[src/rtl/text_render.sv]
// text_render: 8x16 text-mode renderer. Looks up each pixel's character and glyph row
// through a 4-stage pipeline and emits RGB with syncs delayed to match, plus a blinking cursor.
module text_render #(
   parameter int         COLS         = 60,
   parameter int         ROWS         = 17,
   parameter int         X0           = 0,
   parameter int         Y0           = 0,
   parameter logic [2:0] FG           = 3'b111,
   parameter logic [2:0] BG           = 3'b000,
   parameter int         BLINK_FRAMES = 30
) (
   input  logic        i_clk,
   input  logic        i_rst_n,
   input  logic [9:0]  i_x,
   input  logic [9:0]  i_y,
   input  logic        i_de,
   input  logic        i_hsync,
   input  logic        i_vsync,
   input  logic [5:0]  i_cursor_col,
   input  logic [4:0]  i_cursor_row,
   input  logic        i_cursor_en,
   output logic [10:0] o_char_addr,
   input  logic [7:0]  i_char_data,
   output logic [11:0] o_font_addr,
   input  logic [7:0]  i_font_data,
   output logic [2:0]  o_rgb,
   output logic        o_de,
   output logic        o_hsync,
   output logic        o_vsync
);
   localparam int CW = (BLINK_FRAMES > 1) ? $clog2(BLINK_FRAMES) : 1;

   typedef struct packed {
      logic       win;
      logic [2:0] pix;
      logic       cur;
      logic       de;
      logic       hs;
      logic       vs;
   } side_t;

   logic [8:0]  dx, dy;
   logic [5:0]  col;
   logic [4:0]  row;
   logic        x_lo_ok, y_lo_ok, in_win, cur_hit, tick, lit;

   logic [10:0]      char_addr_q, char_addr_d;
   logic [11:0]      font_addr_q, font_addr_d;
   logic [3:0]       grow1_q, grow1_d, grow2_q, grow2_d;
   side_t [4:1]      side_q, side_d;
   logic [2:0]       rgb_q, rgb_d;
   logic             de_q, de_d, hsync_q, hsync_d, vsync_q, vsync_d;
   logic             vs_prev_q, vs_prev_d, blink_phase_q, blink_phase_d;
   logic [CW-1:0]    blink_cnt_q, blink_cnt_d;

   // Only the low 9 bits of the offset matter; the window test guards against wrap.
   assign dx  = i_x[8:0] - 9'(X0);
   assign dy  = i_y[8:0] - 9'(Y0);
   assign col = dx[8:3];
   assign row = dy[8:4];

   generate
      if (X0 == 0) begin : g_x_lo_open
         assign x_lo_ok = 1'b1;
      end else begin : g_x_lo_cmp
         assign x_lo_ok = ({1'b0, i_x} >= 11'(X0));
      end
      if (Y0 == 0) begin : g_y_lo_open
         assign y_lo_ok = 1'b1;
      end else begin : g_y_lo_cmp
         assign y_lo_ok = ({1'b0, i_y} >= 11'(Y0));
      end
   endgenerate

   assign in_win = i_de & x_lo_ok & y_lo_ok
                 & ({1'b0, i_x} < 11'(X0 + 8 * COLS))
                 & ({1'b0, i_y} < 11'(Y0 + 16 * ROWS));
   assign cur_hit = i_cursor_en & blink_phase_q & (col == i_cursor_col)
                  & (row == i_cursor_row) & in_win;
   assign tick = i_vsync & ~vs_prev_q;
   assign lit  = i_font_data[3'd7 - side_q[4].pix] ^ side_q[4].cur;

   always_comb begin
      char_addr_d = in_win ? {row, col} : char_addr_q;
      grow1_d     = dy[3:0];
      grow2_d     = grow1_q;
      font_addr_d = {i_char_data, grow2_q};

      side_d[1].win = in_win;
      side_d[1].pix = dx[2:0];
      side_d[1].cur = cur_hit;
      side_d[1].de  = i_de;
      side_d[1].hs  = i_hsync;
      side_d[1].vs  = i_vsync;
      side_d[2]     = side_q[1];
      side_d[3]     = side_q[2];
      side_d[4]     = side_q[3];

      if (!side_q[4].de)       rgb_d = 3'b000;
      else if (!side_q[4].win) rgb_d = BG;
      else                     rgb_d = lit ? FG : BG;
      de_d    = side_q[4].de;
      hsync_d = side_q[4].hs;
      vsync_d = side_q[4].vs;

      // Blink phase only advances on a vsync rising edge, so it is constant across visible lines.
      vs_prev_d     = i_vsync;
      blink_cnt_d   = blink_cnt_q;
      blink_phase_d = blink_phase_q;
      if (tick) begin
         if (blink_cnt_q == CW'(BLINK_FRAMES - 1)) begin
            blink_cnt_d   = '0;
            blink_phase_d = ~blink_phase_q;
         end else begin
            blink_cnt_d = blink_cnt_q + 1'b1;
         end
      end
   end

   always_ff @(posedge i_clk or negedge i_rst_n) begin
      if (!i_rst_n) begin
         char_addr_q   <= '0;
         font_addr_q   <= '0;
         grow1_q       <= '0;
         grow2_q       <= '0;
         side_q        <= '0;
         rgb_q         <= '0;
         de_q          <= 1'b0;
         hsync_q       <= 1'b0;
         vsync_q       <= 1'b0;
         vs_prev_q     <= 1'b0;
         blink_cnt_q   <= '0;
         blink_phase_q <= 1'b0;
      end else begin
         char_addr_q   <= char_addr_d;
         font_addr_q   <= font_addr_d;
         grow1_q       <= grow1_d;
         grow2_q       <= grow2_d;
         side_q        <= side_d;
         rgb_q         <= rgb_d;
         de_q          <= de_d;
         hsync_q       <= hsync_d;
         vsync_q       <= vsync_d;
         vs_prev_q     <= vs_prev_d;
         blink_cnt_q   <= blink_cnt_d;
         blink_phase_q <= blink_phase_d;
      end
   end

   assign o_char_addr = char_addr_q;
   assign o_font_addr = font_addr_q;
   assign o_rgb       = rgb_q;
   assign o_de        = de_q;
   assign o_hsync     = hsync_q;
   assign o_vsync     = vsync_q;
endmodule

[config.mk]
export PLATFORM = sky130hd
export DESIGN_NAME = text_render
export DESIGN_NICKNAME = d
export VERILOG_FILES = /design/src/rtl/text_render.sv
export SDC_FILE = /design/constraint.sdc
export NUM_CORES = 1
export LEC_CHECK = 0
export CAP_MARGIN = 10
export CORE_ASPECT_RATIO = 0.8
export CORE_MARGIN = 4
export CORE_UTILIZATION = 45
export CTS_CLUSTER_DIAMETER = 30
export DETAILED_ROUTE_END_ITERATION = 10
export PLACE_DENSITY = 0.85
export SETUP_SLACK_MARGIN = 0.15
export SYNTH_ARGS = -nofsm -noshare
export SYNTH_HDL_FRONTEND = slang
export SYNTH_SLANG_ARGS = --single-unit
export TNS_END_PERCENT = 100
[constraint.sdc]
create_clock -name i_clk -period 1.65 [get_ports i_clk]
set_input_delay 0.33 -clock i_clk [delete_from_list [all_inputs] [get_ports i_clk]]
set_output_delay 0.33 -clock i_clk [all_outputs]
set_load 0.05 [all_outputs]
=== After elaboration in Yosys (flattened, before gate mapping) ===
Index checks and enable logic that the tools add are counted.

* $add $sub $neg: 2
* Order comparisons: 3
* Equality and inequality tests: 3
* Mux-type cells: 6
* Bitwise operators: 10
* Reductions and logical operators: 1

{| class="wikitable"
|+ Operators with widths
! cell !! count
|-
| < comparator 10 x 9 -> 1 bit, second input constant || 2
|-
| two-way mux 3 bit || 3
|-
| AND 1 bit || 7
|-
| == test 6 bit || 1
|-
| adder 5 x 1 -> 5 bit, second input constant || 1
|-
| == test 5 bit || 1
|-
| == test 5 bit, second input constant || 1
|-
| two-way mux 5 bit || 1
|-
| < comparator 3 x 4 -> 1 bit, second input constant || 1
|-
| binary-select mux 1 bit (select 3 bit) || 1
|-
| subtractor 3 bit, first input constant || 1
|-
| NOT 1 bit || 2
|-
| AND reduction 2 bit || 1
|-
| two-way mux 1 bit || 1
|-
| XOR 1 bit || 1
|}

* Register bits after elaboration: 75
* Input bits: 53
* Output and inout port bits: 29
* Logic and storage cells: 59

=== Depth between registers and ports, before layout ===
Gate-level depths: netlist (run 1).

* Word-level depth: 7
* Gate-level depth with buffers: 5
* Depth with buffers taken out: 5

=== Worst setup path before layout (run 1) ===
No wires, ideal clock.

* Kind: input-to-reg
* From: input port i_y[6]
* To: register char_addr_q[2], in the netlist o_char_addr[2]
* Library setup time: 0.125 ns
* Arrival: 1.291 ns
* Required time: 1.525 ns
* Slack: 0.234 ns
* Cell stages on the path: 4
* Buffers on the path: 1
* Cell sequence: nor4_2 o2111ai_2 buf_6 mux2_4

* Cells in the longest elaborated chain, start to end: 2

{| class="wikitable"
|+ Ends and longest elaborated chain
! what !! RTL line !! source
|-
| from (decl) || 15 || <nowiki>input logic [9:0] i_y,</nowiki>
|-
| < comparator 10 x 9 -> 1 bit || 77 || <nowiki>& ({1'b0, i_y} < 11'(Y0 + 16 * ROWS));</nowiki>
|-
| AND 1 bit || 77 ||
|-
| to (signal assigned) || 135 || <nowiki>char_addr_q <= char_addr_d;</nowiki>
|-
| to (decl) || 47 || <nowiki>logic [10:0] char_addr_q, char_addr_d;</nowiki>
|}

Every way passes these cells.
A chain may end at the register's enable or synchronous reset.

=== Worst setup path in the final report (run 1) ===
* From: input port i_y[6]
* To: register char_addr_q[5], in the netlist o_char_addr[5]

The elaborated chain is that of the path after synthesis.

==> results.json, run 1 <==
{
  "grt_pass1_vias": 1718,
  "relSlewSlack_pct": 75.3,
  "gr-usage-met3_pct": 7.78,
  "grt_setup_unrepaired": "false",
  "dpl_cell_area_sq_um": 3380,
  "clk_latency_ns": 0.34,
  "cts_root_buf": "clkbuf_8",
  "hpwl_mm": 3.77,
  "wl_per_cell_microns": 15.6,
  "clk_pin_slew_ns": 0.08,
  "maxSlewViolCount": 0,
  "cts.sinks": 73,
  "vias": 1538,
  "coreArea_sq_um": 5120,
  "syn-num-nets": 197,
  "period_needed_ns": 1.48,
  "maxCapViolations": 0,
  "met2_usage_pct": 29.3,
  "io_pins": 82,
  "port_buffers": 81,
  "synth_ff_type": "dfrtp_1",
  "chipWidth_microns": 90.4,
  "cp-end-kind": "flip-flop",
  "drtPass1Iterations": 4,
  "drive_gt1_share_pct": 32.4,
  "critPathArrivalTime_ns": 1.70,
  "initial_utilization_pct": 47.7,
  "diodes": 0,
  "drt-initial-drc-count": 81,
  "nFillCells": 357,
  "worst_slew_pin_slew_ns": 0.370,
  "power.total_uw": 4500,
  "synth_edf_count": 0,
  "postSynthAreaPerCell_sq_um": 17.2,
  "p_per_area_nw_per_um2": 1220,
  "finalSetupTns_ns": 0,
  "grt_pass1_wl_mm": 8.45,
  "syn_to_final_growth_pct": 51.1,
  "status": "completed",
  "die-area_sq_um": 6680,
  "viasPerCell": 4.79,
  "cts_tree": "built",
  "multi_input_area_sq_um": 593,
  "path_class": "in2reg",
  "busiest_layer": "met2",
  "async_reset_ff_share_pct": 100,
  "fp.dieH_microns": 73.9,
  "grt_usage_pct": 16.8,
  "crit_path_start_kind": "primary input",
  "synth-seq-area-share_pct": 74.7,
  "grt_start_max_net_pins": 32,
  "setup_viol": 0,
  "syn-cell-area_sq_um": 2440,
  "crit_fanout": 5,
  "dp_cells": 299,
  "fmax_ghz": 0.677,
  "final_cells": 321,
  "drc": 0,
  "synth_area_leaders": "dfrtp_1, mux2_4, xnor2_1, mux4_2, mux2i_1",
  "cts_max_level": 3,
  "cts_buffer_depth": 2,
  "yosysTopAreaCellShare_pct": 74.7,
  "routed_wl_mm": 5.00,
  "antenna_found_initial": 0,
  "p_leak_uw": 0.00177,
  "holdWs_ns": 0.341,
  "cts_inserted_buffers": 9,
  "yosysWarningCount": 0,
  "rows": 23,
  "overflow": 0,
  "regArea_sq_um": 1830,
  "period_share_pct": 89.5,
  "synthCells": 142,
  "use_met1_pct": 19.0,
  "antenna_left": 0,
  "finish.net_count": 309,
  "hold_violations": 0,
  "place_congestion": 0.792,
  "final_area_sq_um": 3690,
  "worstHoldPathType": "reg2reg",
  "cp_data_required_time_ns": 1.88,
  "irDropWorstVdd_uv": 680,
  "post_synth_num_cell_types": 29,
  "synth_top_area_cell": "dfrtp_1",
  "fin_skew_ns": 0.0119,
  "synth-seq-cells": 73
}
## worst max-delay path, cell delays in order
cell and delay (ns):
dlygate4sd2_1 0.27, nor4_4 0.32, o2111ai_2 0.18, buf_4 0.18, buf_12 0.13, mux2_4 0.29
## flip-flops by register name, indices dropped and copies added (netlist names), 4 cells and up
register,count
side_d,23
grow2_q,4
blink_cnt_q,5
side_q,5
o_char_addr,11
grow1_q,4
o_font_addr,12
## layout make-up
class                           count  share of cell area [%]
Clock buffer                        9                    3.35
Clock inverter                      7                    2.71
Inverter                            3                   0.305
Multi-Input combinational cell     63                    16.1
Sequential cell                    73                    49.5
Tap cell                           62                    2.10
Timing Repair Buffer              104                    26.0
## through the flow
step | util (%) | setup slack, ns
after floorplan | - | 0.234
after detailed placement | 66.1 | -0.341
final | 72.1 | 0.174
after CTS | 71.8 | 0.156
after global routing | 72.1 | 0.155
after global placement | 66.1 | -0.254
## logic make-up (layout without fill, tap and decap cells)
kind of cell / count (synthesis) / count (layout) / share of synthesized area (%)
adder cells (fa/ha/maj): 2 / 2 / 1.02
AND/OR/NAND/NOR: 24 / 24 / 6.45
AO/OA/AOI/OAI: 10 / 10 / 3.07
XOR/XNOR: 12 / 12 / 4.30
multiplexers: 15 / 15 / 8.90
flip-flops: 73 / 73 / 74.7
buffers and inverters: 6 / 123 / 1.54
## cell usage after synthesis, types with 2 or more instances
master and n:
dfrtp_1 73, xnor2_1 9, mux2_4 8, nand2_1 5, o21ai_0 5, nand4_1 4
inv_1 3, mux2i_1 3, xor2_1 3, a22o_1 2, a41oi_1 2, buf_4 2
ha_1 2, mux2_2 2, mux4_2 2, nand3_1 2, nor2_1 2, nor2b_1 2
## worst paths after layout
kind | startpoint | to | slack (ns) | depth (start not counted)
worst max-delay path | i_y[6] | o_char_addr[5]$_DFFE_PN0P_ | 0.17 | 6
worst min-delay path | side_d[31]$_DFF_PN0_ | side_q[31]$_DFF_PN0_ | 0.34 | 0
worst max register to register | side_q[28]$_DFF_PN0_ | o_rgb[1]$_DFF_PN0_ | 0.24 | 3
worst min register to register | side_d[31]$_DFF_PN0_ | side_q[31]$_DFF_PN0_ | 0.34 | 0
max in group asynchronous | i_rst_n | blink_cnt_q[4]$_DFFE_PN0P_ | 0.68 | 3
min in group asynchronous | i_rst_n | side_q[30]$_DFF_PN0_ | 0.45 | 2
## layer usage
layer	wire, microns	share of wire [%]	up-vias
li1	-	-	712
met1	2000	40	749
met2	2580	52	75
met3	415	8.3	2
met4	10	0.20	0
met5	0	0	-
## where the power goes
group	internal [uW]	total (uW)	switching, uW
Clock	864	1530	663
Sequential	1960	2080	121
Combinational	400	891	491
## repair_timing
action	4_1_cts	5_1_grt
pin swaps	4	5
gates resized for setup	8	3
endpoints found under the hold margin	28	0
hold buffers	1	0
endpoints found under the setup margin	11	10
cloned	1	0
buffers inserted	3	1
## placed cells by master (no fill, tap or decap), drive strengths merged, types with 4 or more instances in the layout
master,netlist,final
o21ai,5,5
mux2,10,10
clkdlybuf4s50,0,42
inv,3,5
xnor2,9,9
dlygate4sd2,0,6
nand4,4,4
buf,3,51
nand2,5,5
clkbuf,0,9
dfrtp,73,73
No activity file was read; power rests on OpenSTA's default activity.
==> inputs of run 2 (changes only) <==
Settings changed: CORE_ASPECT_RATIO 0.8 to 2, CORE_UTILIZATION 45 to 48, PLACE_DENSITY 0.85 to 0.9.
Clock period 1.65 ns to 1.75 ns, I/O delays scaled along.
==> results.json, run 2 (synthesis gave the netlist of run 1 again) <==
{
  "fin_skew_ns": 0.00836,
  "p_per_area_nw_per_um2": 1140,
  "dpl_cell_area_sq_um": 3340,
  "cts_tree": "built",
  "grt_usage_pct": 16.2,
  "die-area_sq_um": 6370,
  "drt-initial-drc-count": 24,
  "antenna_found_initial": 0,
  "clk_pin_slew_ns": 0.07,
  "fp.dieH_microns": 109,
  "cts_root_buf": "clkbuf_8",
  "cp_data_required_time_ns": 1.97,
  "finish.net_count": 302,
  "wl_per_cell_microns": 16.7,
  "cts_buffer_depth": 2,
  "cp.buffers_inverters": 2,
  "antenna_left": 0,
  "cp-end-kind": "flip-flop",
  "min_delay_path_depth": 0,
  "dp_cells": 290,
  "cts.sinks": 73,
  "holdWs_ns": 0.349,
  "routed_wl_mm": 5.16,
  "crit_fanout": 6,
  "final_area_sq_um": 3570,
  "pre_cts_ws_ns": -0.204,
  "worst_slew_pin_slew_ns": 0.428,
  "nFillCells": 306,
  "fmax_ghz": 0.610,
  "diodes": 0,
  "io_pins": 82,
  "reg2regPathDepth": 3,
  "slowest_stage": "clkdlybuf4s50_1",
  "clk_latency_ns": 0.33,
  "hpwl_mm": 3.79,
  "path_cells": "clkdlybuf4s50_1 > nor4_4 > o2111ai_2 > buf_4 > mux2_4",
  "grt_pass1_vias": 1590,
  "period_needed_ns": 1.64,
  "layout_common_cells": "dfrtp_1, clkdlybuf4s50_1, buf_4",
  "vias": 1514,
  "status": "completed",
  "viasPerCell": 4.90,
  "setup_ws_ns": 0.111,
  "cts_max_level": 3,
  "coreArea_sq_um": 4910,
  "hold_violations": 0,
  "critPathArrivalTime_ns": 1.86,
  "irDropWorstVdd_uv": 794,
  "p_leak_uw": 0.00167,
  "rows": 36,
  "grt_pass1_wl_mm": 7.48,
  "drive_gt1_share_pct": 29.8,
  "port_buffers": 81,
  "largest_reg_flops": 23,
  "syn_to_final_growth_pct": 46.1,
  "chipWidth_microns": 58.5,
  "final_cells": 309,
  "path_class": "in2reg",
  "cp_top_family": "buffers and inverters",
  "grt_setup_unrepaired": "true",
  "setup_viol": 0,
  "place_congestion": 0.797,
  "drc": 0,
  "final_common_cell": "dfrtp_1",
  "overflow": 0,
  "initial_utilization_pct": 49.8,
  "max_stage_delay_ns": 0.49,
  "crit_path_start_kind": "primary input",
  "drtPass1Iterations": 4,
  "worstHoldPathType": "reg2reg",
  "relSlewSlack_pct": 71.5,
  "grt_start_max_net_pins": 36,
  "maxCapViolations": 0,
  "cts_inserted_buffers": 9,
  "period_share_pct": 93.7,
  "maxSlewViolCount": 0,
  "crit_cells": 5
}
-- run 2: path summary, 6_finish.rpt --
check,start,endpoint,slack [ns]
worst max-delay path,i_y[7],o_char_addr[6]$_DFFE_PN0P_,0.11
worst min-delay path,side_d[31]$_DFF_PN0_,side_q[31]$_DFF_PN0_,0.35
worst max register to register,side_q[28]$_DFF_PN0_,o_rgb[1]$_DFF_PN0_,0.35
worst min register to register,side_d[31]$_DFF_PN0_,side_q[31]$_DFF_PN0_,0.35
max in group asynchronous,i_rst_n,vsync_d$_DFF_PN0_,0.74
min in group asynchronous,i_rst_n,o_font_addr[11]$_DFF_PN0_,0.50
-- run 2: power breakdown --
group,internal (uW),switching [uW],total [uW],leakage (uW)
clock,701,581,1280,0.0000970
sequential,1850,112,1960,0.000878
combinational,371,474,845,0.000694
total,2920,1170,4090,0.00167
-- run 2: metal layers --
layer	routed length, microns	vias up	part of all wire [%]	GRT usage (%)
met4	102	0	2.0	6.80
met5	0	-	0	0
li1	-	696	-	-
met1	1720	730	33	15.5
met3	380	10	7.4	5.09
met2	2960	78	57	30.4
-- run 2: area by class of cell --
type | count | area, sq um | share of cell area, %
Clock inverter | 4 | 51.3 | 1.44
Inverter | 3 | 11.3 | 0.315
Timing Repair Buffer | 97 | 873 | 24.4
Sequential cell | 73 | 1830 | 51.1
Tap cell | 57 | 71.3 | 2.00
Multi-Input combinational cell | 63 | 593 | 16.6
Clock buffer | 12 | 145 | 4.06
-- run 2: what timing repair did --
action | 4_1_cts | 5_1_grt
resized for setup | 0 | 3
hold buffers | 1 | 0
buffers inserted | 0 | 2
endpoints found under the setup margin | 0 | 11
hold endpoints to repair | 33 | 0
-- run 2: stage by stage --
stage                     setup TNS (ns)  total power [uW]  utilization (%)
final                                  0              4090             72.8
after global routing                   0              4270             72.8
after CTS                              0              4130             72.1
after detailed placement           -2.09              2830             67.9
after global placement             -1.34              2790             67.9
after floorplan                        0              2440                -
==> inputs of run 3 (changes only) <==
Settings changed: CAP_MARGIN 10 to unset.
==> results of run 3 <==
Same layout as run 2: the final DEF is identical, and so are final timing and power.
